$ cat src/rtl/sram_async_ctrl.sv
// Asynchronous SRAM controller: turns a single-request req/ready/ack host port into
// registered CS/OE/WE/byte-lane strobes with programmable wait states and read turnaround.
module sram_async_ctrl #(
  parameter int ADDR_W   = 18,
  parameter int DATA_W   = 16,
  parameter int RD_WAIT  = 1,
  parameter int WR_WAIT  = 1,
  parameter int TURN_CYC = 1,
  localparam int BE_W    = DATA_W / 8
) (
  input  logic              clk,
  input  logic              reset_n,
  input  logic              req,
  input  logic              we,
  input  logic [ADDR_W-1:0] addr,
  input  logic [DATA_W-1:0] wdata,
  input  logic [BE_W-1:0]   be,
  output logic              ready,
  output logic              ack,
  output logic [DATA_W-1:0] rdata,
  output logic              ram_cs_n,
  output logic              ram_oe_n,
  output logic              ram_we_n,
  output logic [BE_W-1:0]   ram_be_n,
  output logic [ADDR_W-1:0] ram_adr,
  input  logic [DATA_W-1:0] ram_din,
  output logic [DATA_W-1:0] ram_dout,
  output logic              ram_drive,
  output logic [2:0]        dbg_state
);

  // Host handshake: a request is taken on a rising edge where req && ready; the
  // requester keeps req and its fields stable until then, and ack pulses one cycle
  // when the access is finished.

  typedef enum logic [2:0] {
    S_IDLE     = 3'd0,
    S_RD       = 3'd1,
    S_WR_SETUP = 3'd2,
    S_WR_PULSE = 3'd3,
    S_WR_HOLD  = 3'd4,
    S_TURN     = 3'd5
  } state_t;

  localparam logic [3:0] RD_CNT   = 4'(RD_WAIT);
  localparam logic [3:0] WR_CNT   = 4'(WR_WAIT);
  localparam logic [3:0] TURN_CNT = (TURN_CYC > 0) ? 4'(TURN_CYC - 1) : 4'd0;

  state_t            state, state_nxt;
  logic [3:0]        cnt, cnt_nxt;
  logic              ready_nxt, ack_nxt;
  logic [DATA_W-1:0] rdata_nxt;
  logic              cs_n_nxt, oe_n_nxt, we_n_nxt;
  logic [BE_W-1:0]   be_n_nxt;
  logic [ADDR_W-1:0] adr_nxt;
  logic [DATA_W-1:0] dout_nxt;
  logic              drive_nxt;

  assign dbg_state = state;

  always_ff @(posedge clk or negedge reset_n) begin
    if (!reset_n) begin
      state     <= S_IDLE;
      cnt       <= '0;
      ready     <= 1'b1;
      ack       <= 1'b0;
      rdata     <= '0;
      ram_cs_n  <= 1'b1;
      ram_oe_n  <= 1'b1;
      ram_we_n  <= 1'b1;
      ram_be_n  <= '1;
      ram_adr   <= '0;
      ram_dout  <= '0;
      ram_drive <= 1'b0;
    end else begin
      state     <= state_nxt;
      cnt       <= cnt_nxt;
      ready     <= ready_nxt;
      ack       <= ack_nxt;
      rdata     <= rdata_nxt;
      ram_cs_n  <= cs_n_nxt;
      ram_oe_n  <= oe_n_nxt;
      ram_we_n  <= we_n_nxt;
      ram_be_n  <= be_n_nxt;
      ram_adr   <= adr_nxt;
      ram_dout  <= dout_nxt;
      ram_drive <= drive_nxt;
    end
  end

  always_comb begin
    state_nxt = state;
    cnt_nxt   = cnt;
    ready_nxt = ready;
    ack_nxt   = 1'b0;
    rdata_nxt = rdata;
    cs_n_nxt  = ram_cs_n;
    oe_n_nxt  = ram_oe_n;
    we_n_nxt  = ram_we_n;
    be_n_nxt  = ram_be_n;
    adr_nxt   = ram_adr;
    dout_nxt  = ram_dout;
    drive_nxt = ram_drive;

    case (state)
      S_IDLE: begin
        ready_nxt = 1'b1;
        if (req && ready) begin
          adr_nxt   = addr;
          cs_n_nxt  = 1'b0;
          ready_nxt = 1'b0;
          if (!we) begin
            // Reads always enable both lanes; the pads are never driven.
            oe_n_nxt  = 1'b0;
            be_n_nxt  = '0;
            cnt_nxt   = RD_CNT;
            state_nxt = S_RD;
          end else begin
            be_n_nxt  = ~be;
            dout_nxt  = wdata;
            drive_nxt = 1'b1;
            state_nxt = S_WR_SETUP;
          end
        end
      end

      S_RD: begin
        if (cnt != 4'd0) begin
          cnt_nxt = cnt - 4'd1;
        end else begin
          rdata_nxt = ram_din;
          ack_nxt   = 1'b1;
          cs_n_nxt  = 1'b1;
          oe_n_nxt  = 1'b1;
          be_n_nxt  = '1;
          if (TURN_CYC > 0) begin
            cnt_nxt   = TURN_CNT;
            ready_nxt = 1'b0;
            state_nxt = S_TURN;
          end else begin
            ready_nxt = 1'b1;
            state_nxt = S_IDLE;
          end
        end
      end

      // Address, lanes and data were set up on the accept edge, so WE falls one
      // full cycle after they became stable.
      S_WR_SETUP: begin
        we_n_nxt  = 1'b0;
        cnt_nxt   = WR_CNT;
        state_nxt = S_WR_PULSE;
      end

      S_WR_PULSE: begin
        if (cnt != 4'd0) begin
          cnt_nxt = cnt - 4'd1;
        end else begin
          we_n_nxt  = 1'b1;
          state_nxt = S_WR_HOLD;
        end
      end

      S_WR_HOLD: begin
        cs_n_nxt  = 1'b1;
        drive_nxt = 1'b0;
        be_n_nxt  = '1;
        ack_nxt   = 1'b1;
        ready_nxt = 1'b1;
        state_nxt = S_IDLE;
      end

      // Bus turnaround after a read: SRAM output drivers get time to release.
      S_TURN: begin
        if (cnt != 4'd0) begin
          cnt_nxt = cnt - 4'd1;
        end else begin
          ready_nxt = 1'b1;
          state_nxt = S_IDLE;
        end
      end

      default: begin
        cs_n_nxt  = 1'b1;
        oe_n_nxt  = 1'b1;
        we_n_nxt  = 1'b1;
        be_n_nxt  = '1;
        drive_nxt = 1'b0;
        ready_nxt = 1'b1;
        state_nxt = S_IDLE;
      end
    endcase
  end

endmodule

$ cat config.mk
export PLATFORM = sky130hd
export DESIGN_NAME = sram_async_ctrl
export DESIGN_NICKNAME = d
export VERILOG_FILES = /design/src/rtl/sram_async_ctrl.sv
export SDC_FILE = /design/constraint.sdc
export NUM_CORES = 1
export LEC_CHECK = 0
export ABC_CLOCK_PERIOD_IN_PS = 1550
export CORE_MARGIN = 2
export CORE_UTILIZATION = 32
export DETAILED_ROUTE_END_ITERATION = 7
export PLACE_DENSITY_LB_ADDON = 0.12
export SYNTH_ARGS = -nofsm -noshare
export SYNTH_HDL_FRONTEND = slang
export SYNTH_SLANG_ARGS = --single-unit
$ cat constraint.sdc
create_clock -name clk -period 1.55 [get_ports clk]
set_input_delay 0.2325 -clock clk [delete_from_list [all_inputs] [get_ports clk]]
set_output_delay 0.2325 -clock clk [all_outputs]
set_load 0.01 [all_outputs]
==> metrics.txt, run 1 <==
# TYPE chip_impl_metric gauge
chip_impl_info{name="outcome",value="finished with violations"} 1
chip_impl_info{name="violations",value="negative setup slack"} 1
chip_impl_metric{name="met2_usage",unit="%"} 21.6
chip_impl_metric{name="synth_compound_gate_area_share",unit="%"} 5.83
chip_impl_metric{name="met1_resource_use_gr",unit="%"} 18.9
chip_impl_metric{name="final_core_utilization",unit="%"} 54.1
chip_impl_metric{name="avg_inst_size_synth",unit="sq um"} 14.7
chip_impl_metric{name="finalCriticalPeriod",unit="ns"} 1.55
chip_impl_metric{name="core",unit="sq mm"} 0.00826
chip_impl_metric{name="grt_start_max_net_pins",unit=""} 66
chip_impl_metric{name="netlist_area",unit="sq mm"} 0.00275
chip_impl_metric{name="regArea",unit="sq mm"} 0.00164
chip_impl_info{name="grt-busiest-layer",value="met2"} 1
chip_impl_info{name="setup.worst_path.end_class",value="register"} 1
chip_impl_metric{name="crit_fanout",unit=""} 4
chip_impl_metric{name="total_number_of_clock_tree_sinks",unit=""} 65
chip_impl_metric{name="drive_above_1_share",unit="%"} 33.3
chip_impl_metric{name="pin_count",unit=""} 117
chip_impl_info{name="worstHoldPathType",value="in -> async"} 1
chip_impl_metric{name="grt_pass1_vias",unit=""} 2000
chip_impl_metric{name="netlist_instances",unit=""} 187
chip_impl_metric{name="drt_first_pass_iters",unit=""} 4
chip_impl_metric{name="gr-usage-met3",unit="%"} 5.42
chip_impl_metric{name="design.die.area",unit="sq mm"} 0.00934
chip_impl_metric{name="routed_via_density",unit=""} 4.53
chip_impl_metric{name="drv.max_cap_violation_count",unit=""} 0
chip_impl_metric{name="seq_area_frac_synth",unit="%"} 59.5
chip_impl_info{name="tritoncts",value="yes"} 1
chip_impl_metric{name="synth_fp_nets",unit=""} 244
chip_impl_metric{name="max-slew-margin-rel",unit="%"} 76.3
chip_impl_metric{name="min_period_over_period",unit="%"} 100
chip_impl_metric{name="final_setup_violation_count",unit=""} 1
chip_impl_metric{name="synthSimpleGateAreaFrac",unit="%"} 7.61
chip_impl_metric{name="port_buffers",unit=""} 116
chip_impl_metric{name="static_leakage",unit="uW"} 0.00199
chip_impl_metric{name="powerDensity",unit="mW/mm^2"} 2040
chip_impl_metric{name="holdWs",unit="ns"} 0.434
chip_impl_info{name="commonest_cells_after_routing_fill_and_taps_aside",value="clkdlybuf4s50_1 (106), dfrtp_1 (58), mux2_2 (31)"} 1
chip_impl_metric{name="detailed_route_wire_length",unit="microns"} 6490
chip_impl_metric{name="yosys_warnings",unit=""} 0
chip_impl_metric{name="cts-buffers-inserted",unit=""} 9
chip_impl_info{name="path_class",value="reg -> reg"} 1
chip_impl_metric{name="clkLatencyLatePin",unit="ns"} 0.34
chip_impl_info{name="nature_of_the_critical_path_startpoint",value="register"} 1
chip_impl_metric{name="multi_input_area",unit="sq mm"} 0.00108
chip_impl_metric{name="n_antenna_cell",unit=""} 0
chip_impl_info{name="synth_top_family_by_area",value="multiplexers"} 1
chip_impl_metric{name="layout.nets",unit=""} 391
chip_impl_metric{name="globalRoute.totalOverflow",unit=""} 0
chip_impl_metric{name="fmax",unit="GHz"} 0.644
chip_impl_metric{name="final_setup_margin",unit="ns"} -0.00198
chip_impl_metric{name="area_growth",unit="%"} 62.8
chip_impl_metric{name="synth_cell_types",unit=""} 39
chip_impl_metric{name="dp_slack",unit="ns"} -0.151
chip_impl_info{name="rsz0062_at_grt",value="yes"} 1
chip_impl_metric{name="post-dp-hpwl",unit="microns"} 4570
chip_impl_metric{name="dr_total_vias",unit=""} 2013
chip_impl_metric{name="placed_cells_incl_taps",unit=""} 422
chip_impl_metric{name="post_synth_fa_ha_maj_area_fraction",unit="%"} 0.820
chip_impl_metric{name="grt_use_total",unit="%"} 14.3
chip_impl_metric{name="multiplexer_share_of_the_synthesized_area",unit="%"} 23.8
chip_impl_metric{name="post_drt_wl_per_cell",unit="microns"} 14.6
chip_impl_metric{name="global_route_wire_length_before_repair",unit="microns"} 10600
chip_impl_metric{name="place_congestion",unit=""} 0.790
chip_impl_metric{name="initial_utilization",unit="%"} 33.2
chip_impl_metric{name="worst_slew_pin_slew",unit="ns"} 0.356
chip_impl_metric{name="fill_cells",unit=""} 732
chip_impl_metric{name="worst_ep_arrival_time",unit="ns"} 1.78
chip_impl_metric{name="number_of_drc_markers_after_the_initial_detailed_route_iteration",unit=""} 41
chip_impl_metric{name="synth_xor_area_share",unit="%"} 0
chip_impl_metric{name="timing_max_transition_violations_final",unit=""} 0
chip_impl_metric{name="finalHoldViolations",unit=""} 0
chip_impl_metric{name="antenna_found_initial",unit=""} 0
chip_impl_metric{name="critical_path_required",unit="ns"} 1.78
chip_impl_metric{name="h-tree-depth",unit=""} 3
chip_impl_metric{name="die_x",unit="microns"} 96.6
chip_impl_metric{name="clockBufferDepth",unit=""} 2
chip_impl_metric{name="postSynthRegisterBits",unit=""} 65
chip_impl_metric{name="num_rows",unit=""} 33
chip_impl_metric{name="worst_setup_hold_path_clk_slew",unit="ns"} 0.07
chip_impl_metric{name="die_height",unit="microns"} 96.6
chip_impl_metric{name="finalClockSkew",unit="ns"} 0.00808
chip_impl_metric{name="remaining_drc_errors",unit=""} 0
chip_impl_metric{name="final_antenna_net_count",unit=""} 0
chip_impl_info{name="final_common_cell",value="clkdlybuf4s50_1"} 1
chip_impl_metric{name="final_cell_count_no_fill",unit=""} 444
chip_impl_metric{name="power.ir.vdd_worst",unit="mV"} 0.943
chip_impl_info{name="root_buffer",value="clkbuf_8"} 1
cell families after synthesis:
logic type	count (synthesis)
simple gates	32
buf+inv	11
flops	65
fa+ha+maj	2
compound gates	25
mux	52
path summary, 6_finish.rpt:
check                      slack, ns                    from                     end  depth (start not counted)
min in group clk                0.50             ram_din[15]   rdata[15]$_DFFE_PN0P_                          2
hold reg to reg                 0.50  ram_adr[8]$_DFFE_PN0P_  ram_adr[8]$_DFFE_PN0P_                          1
max in group asynchronous       0.78                 reset_n    ram_we_n$_DFFE_PN1P_                          3
setup / recovery              -0.002      cnt[0]$_DFFE_PN0P_      cnt[3]$_DFFE_PN0P_                          6
hold / removal                  0.43                 reset_n  ram_adr[6]$_DFFE_PN0P_                          3
setup reg to reg              -0.002      cnt[0]$_DFFE_PN0P_      cnt[3]$_DFFE_PN0P_                          6
per-stage QoR:
stage                     setup TNS, ns  cell area, sq um  total power, uW
after floorplan                       0              2750             5140
after global placement            -5.75              4190             7580
after detailed placement          -5.79              4190             7600
after CTS                             0              4440             9170
after global routing             -0.230              4470             9690
final                          -0.00198              4470             9120
metal layers:
metal  routed length, microns  vias to the layer above
li1                         -                      963
met1                     2940                      979
met2                     3100                       65
met3                      383                        6
met4                       72                        0
met5                        0                        -
timing repair:
item | CTS | global route
setup buffers | 4 | 2
resized for setup | 14 | 3
endpoints found under the hold margin | 59 | 0
pin swaps | 2 | 2
endpoints found under the setup margin | 28 | 44
hold buffers | 1 | 0
sequential cells by signal (all words and copies together) (netlist names):
| signal | count |
|---|---|
| dbg_state | 3 |
| ram_adr | 18 |
| ram_dout | 16 |
| ready | 1 |
| ram_be_n | 2 |
| ram_oe_n | 1 |
| ram_cs_n | 1 |
| cnt | 4 |
| rdata | 16 |
| ack | 1 |
| ram_drive | 1 |
| ram_we_n | 1 |
worst max-delay path, cell delays in order, from the launching register on:
cell and delay, ns:
dfrtp_1 0.37, inv_2 0.06, ha_4 0.16, and4bb_4 0.22, o21ai_1 0.18, nand3_2 0.14
a211o_1 0.31
cell usage after synthesis:
cell      instances  area, sq um
buf_4             2         15.0
a211o_1           2         17.5
maj3_1            1         10.0
buf_6             2         22.5
nand3_4           1         17.5
o21ai_1           2         10.0
o21ai_0           7         35.0
nand2_1           5         18.8
nor3b_2           1         12.5
dfrtp_1          59         1480
mux2_2           31          349
nor2b_1           2         12.5
and3_1            1         6.26
and4bb_4          1         16.3
nor3_1            1         5.00
o22a_1            4         35.0
inv_1             3         11.3
clkbuf_1          2         7.51
inv_2             1         3.75
mux2_4           19          285
or3_1             1         6.26
and2b_1           1         7.51
dfstp_2           6          158
nand4b_1          1         8.76
a21oi_1           6         30.0
nand3b_1          1         7.51
buf_2             1         5.00
nand3_1           3         15.0
ha_1              1         12.5
nand2_2           1         6.26
nor4_1            1         6.26
nand2_4           1         11.3
nor2_4            1         11.3
a31o_2            1         8.76
o32ai_1           1         8.76
nor2_1            8         30.0
mux2i_1           2         20.0
and3b_2           1         10.0
o21a_1            2         15.0
cell type report:
class / count / share of cell area, %
flip-flops and latches: 65 / 36.6
repair buffers: 143 / 31.4
multi-input cells: 111 / 24.1
clock buffers: 10 / 3.08
well taps: 105 / 2.94
clock inverters: 6 / 1.48
inverters: 4 / 0.336
report_power, final:
group	internal [uW]	switching, uW	total [uW]
Sequential	2570	501	3070
Combinational	2870	1700	4580
Clock	788	677	1470
Total	6230	2880	9120
(Power assumes the default switching activity.)
==> run 2: changes to the inputs <==
--- a/config.mk
+++ b/config.mk
@@ -6,6 +6,7 @@
 export NUM_CORES = 1
 export LEC_CHECK = 0
 export ABC_CLOCK_PERIOD_IN_PS = 1550
+export CORE_ASPECT_RATIO = 2
 export CORE_MARGIN = 2
 export CORE_UTILIZATION = 32
 export DETAILED_ROUTE_END_ITERATION = 7
==> run 2 against run 1 <==
- largest cell class unchanged
- worst hold slack better by 0.011 ns
- wire length increased by 14%
- the flow now finishes without violations
- highest routed layer unchanged
- non-clock buffer count rose by 13
- critical path depth increased by 2
- core utilization up 2.3 points
- final area grew 4.6%
- critical path type unchanged
- first-iteration DRC count rose by 54%
- flip-flop and latch count unchanged
- combinational power increased by 12%
==> metrics.txt, run 2 (same netlist as run 1, synthesis figures left out) <==
# TYPE chip_impl_metric gauge
chip_impl_info{name="root_buffer",value="clkbuf_16"} 1
chip_impl_metric{name="worst_setup_hold_path_clk_slew",unit="ns"} 0.05
chip_impl_metric{name="detailed_place.area",unit="sq mm"} 0.00419
chip_impl_info{name="reg2reg_from",value="cnt[1]$_DFFE_PN0P_"} 1
chip_impl_metric{name="worst_slew_pin_slew",unit="ns"} 0.362
chip_impl_metric{name="finalClockSkew",unit="ns"} 0.00820
chip_impl_metric{name="globalRoute.totalOverflow",unit=""} 0
chip_impl_info{name="regMostFlops",value="ram_adr"} 1
chip_impl_metric{name="detailed_route_wire_length",unit="microns"} 7400
chip_impl_metric{name="timing_max_transition_violations_final",unit=""} 0
chip_impl_info{name="final_common_cell",value="clkdlybuf4s50_1"} 1
chip_impl_metric{name="grt_pass1_vias",unit=""} 2329
chip_impl_metric{name="drive_above_1_share",unit="%"} 38.2
chip_impl_metric{name="finalHoldViolations",unit=""} 0
chip_impl_metric{name="antenna_found_initial",unit=""} 0
chip_impl_info{name="worstHoldPathType",value="in -> async"} 1
chip_impl_metric{name="fill_cells",unit=""} 718
chip_impl_info{name="path_class",value="reg -> reg"} 1
chip_impl_metric{name="clockBufferDepth",unit=""} 2
chip_impl_metric{name="clkLatencyLatePin",unit="ns"} 0.33
chip_impl_metric{name="final_setup_violation_count",unit=""} 0
chip_impl_metric{name="grt_start_max_net_pins",unit=""} 66
chip_impl_metric{name="p_total",unit="uW"} 9980
chip_impl_metric{name="crit_path_max_incr_delay",unit="ns"} 0.39
chip_impl_metric{name="cts-buffers-inserted",unit=""} 9
chip_impl_metric{name="die_x",unit="microns"} 69.5
chip_impl_metric{name="critical_path_required",unit="ns"} 1.82
chip_impl_info{name="tritoncts",value="yes"} 1
chip_impl_metric{name="min_period_over_period",unit="%"} 98.4
chip_impl_metric{name="dr_total_vias",unit=""} 2111
chip_impl_metric{name="finalCriticalPeriod",unit="ns"} 1.52
chip_impl_metric{name="global_route_wire_length_before_repair",unit="microns"} 11900
chip_impl_metric{name="worst-path-buf-inv",unit=""} 3
chip_impl_metric{name="worst_ep_arrival_time",unit="ns"} 1.80
chip_impl_metric{name="number_of_drc_markers_after_the_initial_detailed_route_iteration",unit=""} 63
chip_impl_metric{name="crit_fanout",unit=""} 4
chip_impl_info{name="cp_top_family",value="flip-flops"} 1
chip_impl_metric{name="drv.max_cap_violation_count",unit=""} 0
chip_impl_metric{name="post-dp-hpwl",unit="microns"} 5120
chip_impl_metric{name="final_core_utilization",unit="%"} 56.4
chip_impl_metric{name="multi_input_area",unit="sq mm"} 0.00112
chip_impl_metric{name="power.ir.vdd_worst",unit="mV"} 0.915
chip_impl_metric{name="total_number_of_clock_tree_sinks",unit=""} 65
chip_impl_metric{name="place_congestion",unit=""} 0.753
chip_impl_info{name="commonest_cells_after_routing_fill_and_taps_aside",value="clkdlybuf4s50_1 (107), dfrtp_1 (57), buf_4 (33)"} 1
chip_impl_metric{name="grt_use_total",unit="%"} 16.5
chip_impl_metric{name="port_buffers",unit=""} 116
chip_impl_metric{name="timing.reg2reg.setup_slack",unit="ns"} 0.03
chip_impl_info{name="outcome",value="finished, final reports clean"} 1
chip_impl_metric{name="holdWs",unit="ns"} 0.445
chip_impl_metric{name="core",unit="sq mm"} 0.00829
chip_impl_metric{name="routed_via_density",unit=""} 4.70
chip_impl_metric{name="final_area",unit="sq mm"} 0.00467
chip_impl_metric{name="h-tree-depth",unit=""} 3
chip_impl_info{name="critical_path.slowest_cell",value="dfrtp_1"} 1
chip_impl_info{name="critical_path.cell_chain",value="inv_2 > ha_4 > nor3b_4 > buf_6 > buf_12 > nor2_2 > a21oi_1 > o22a_1"} 1
chip_impl_metric{name="totalNegativeSetupSlack",unit="ns"} 0
chip_impl_metric{name="pin_count",unit=""} 117
chip_impl_metric{name="regArea",unit="sq mm"} 0.00164
chip_impl_metric{name="powerDensity",unit="mW/mm^2"} 2140
chip_impl_metric{name="n_antenna_cell",unit=""} 0
chip_impl_info{name="nature_of_the_critical_path_startpoint",value="register"} 1
chip_impl_metric{name="area_growth",unit="%"} 70.2
chip_impl_metric{name="die_height",unit="microns"} 135
chip_impl_metric{name="initial_utilization",unit="%"} 33.1
chip_impl_metric{name="final_antenna_net_count",unit=""} 0
chip_impl_metric{name="r2r_cells",unit=""} 8
chip_impl_metric{name="max-slew-margin-rel",unit="%"} 75.8
chip_impl_metric{name="drt_first_pass_iters",unit=""} 4
chip_impl_metric{name="largest_register_ffs",unit=""} 18
chip_impl_metric{name="remaining_drc_errors",unit=""} 0
chip_impl_info{name="rsz0062_at_grt",value="yes"} 1
chip_impl_metric{name="num_rows",unit=""} 47
chip_impl_metric{name="path_depth",unit=""} 8
chip_impl_metric{name="design.die.area",unit="sq mm"} 0.00938
chip_impl_metric{name="layout.nets",unit=""} 404
chip_impl_metric{name="fmax",unit="GHz"} 0.656
chip_impl_info{name="timing.critical_path.from",value="cnt[1]$_DFFE_PN0P_"} 1
chip_impl_metric{name="static_leakage",unit="uW"} 0.00210
chip_impl_info{name="reg_top3",value="ram_adr (18), ram_dout (16), rdata (16)"} 1
chip_impl_metric{name="post_drt_wl_per_cell",unit="microns"} 16.5
chip_impl_info{name="setup.worst_path.end_class",value="register"} 1
==> run 2: final timing paths <==
kind,to
max,ram_we_n$_DFFE_PN1P_
min,ack$_DFF_PN0_
max reg2reg,ram_we_n$_DFFE_PN1P_
min reg2reg,rdata[9]$_DFFE_PN0P_
max in group asynchronous,ready$_DFFE_PN1P_
min in group clk,rdata[9]$_DFFE_PN0P_
==> run 2: layout make-up <==
type,count,area share [%]
clock buffer,12,5.27
clock inverter,3,0.375
inverter,4,0.321
multi-input combinational,111,23.9
sequential,65,35.0
tap,98,2.62
timing repair buffer,156,32.5
==> run 2: report_power, final <==
part / leakage, uW / internal [uW] / switching [uW]
Sequential: 0.000768 / 2580 / 460
Clock: 0.000128 / 1110 / 703
Combinational: 0.00121 / 3200 / 1930
==> run 2: metal layers <==
metal	GRT usage, %	routed length [microns]	vias up
met1	17.3	2600	1025
met4	8.17	157	0
met2	29.8	4190	91
li1	-	-	986
met5	0	0	-
met3	4.63	456	9
==> run 2: stage by stage <==
step,setup slack [ns],instances
2_1_floorplan,0.0183,187
3_3_place_gp,-0.164,418
3_5_place_dp,-0.206,418
4_1_cts,-0.00617,444
5_1_grt,-0.0916,449
6_report,0.0254,449
==> run 2: repair_timing <==
action / in CTS / in global routing
hold buffers: 1 / 0
endpoints found under the setup margin: 28 / 40
gates resized for setup: 16 / 15
gates cloned: 0 / 0
pin swaps: 2 / 9
buffers inserted: 10 / 6
hold endpoints to repair: 59 / 0
==> run 2: worst min-delay path: stages <==
cell	delay, ns
dlygate4sd3_1	0.52
buf_2	0.12
buf_12	0.30
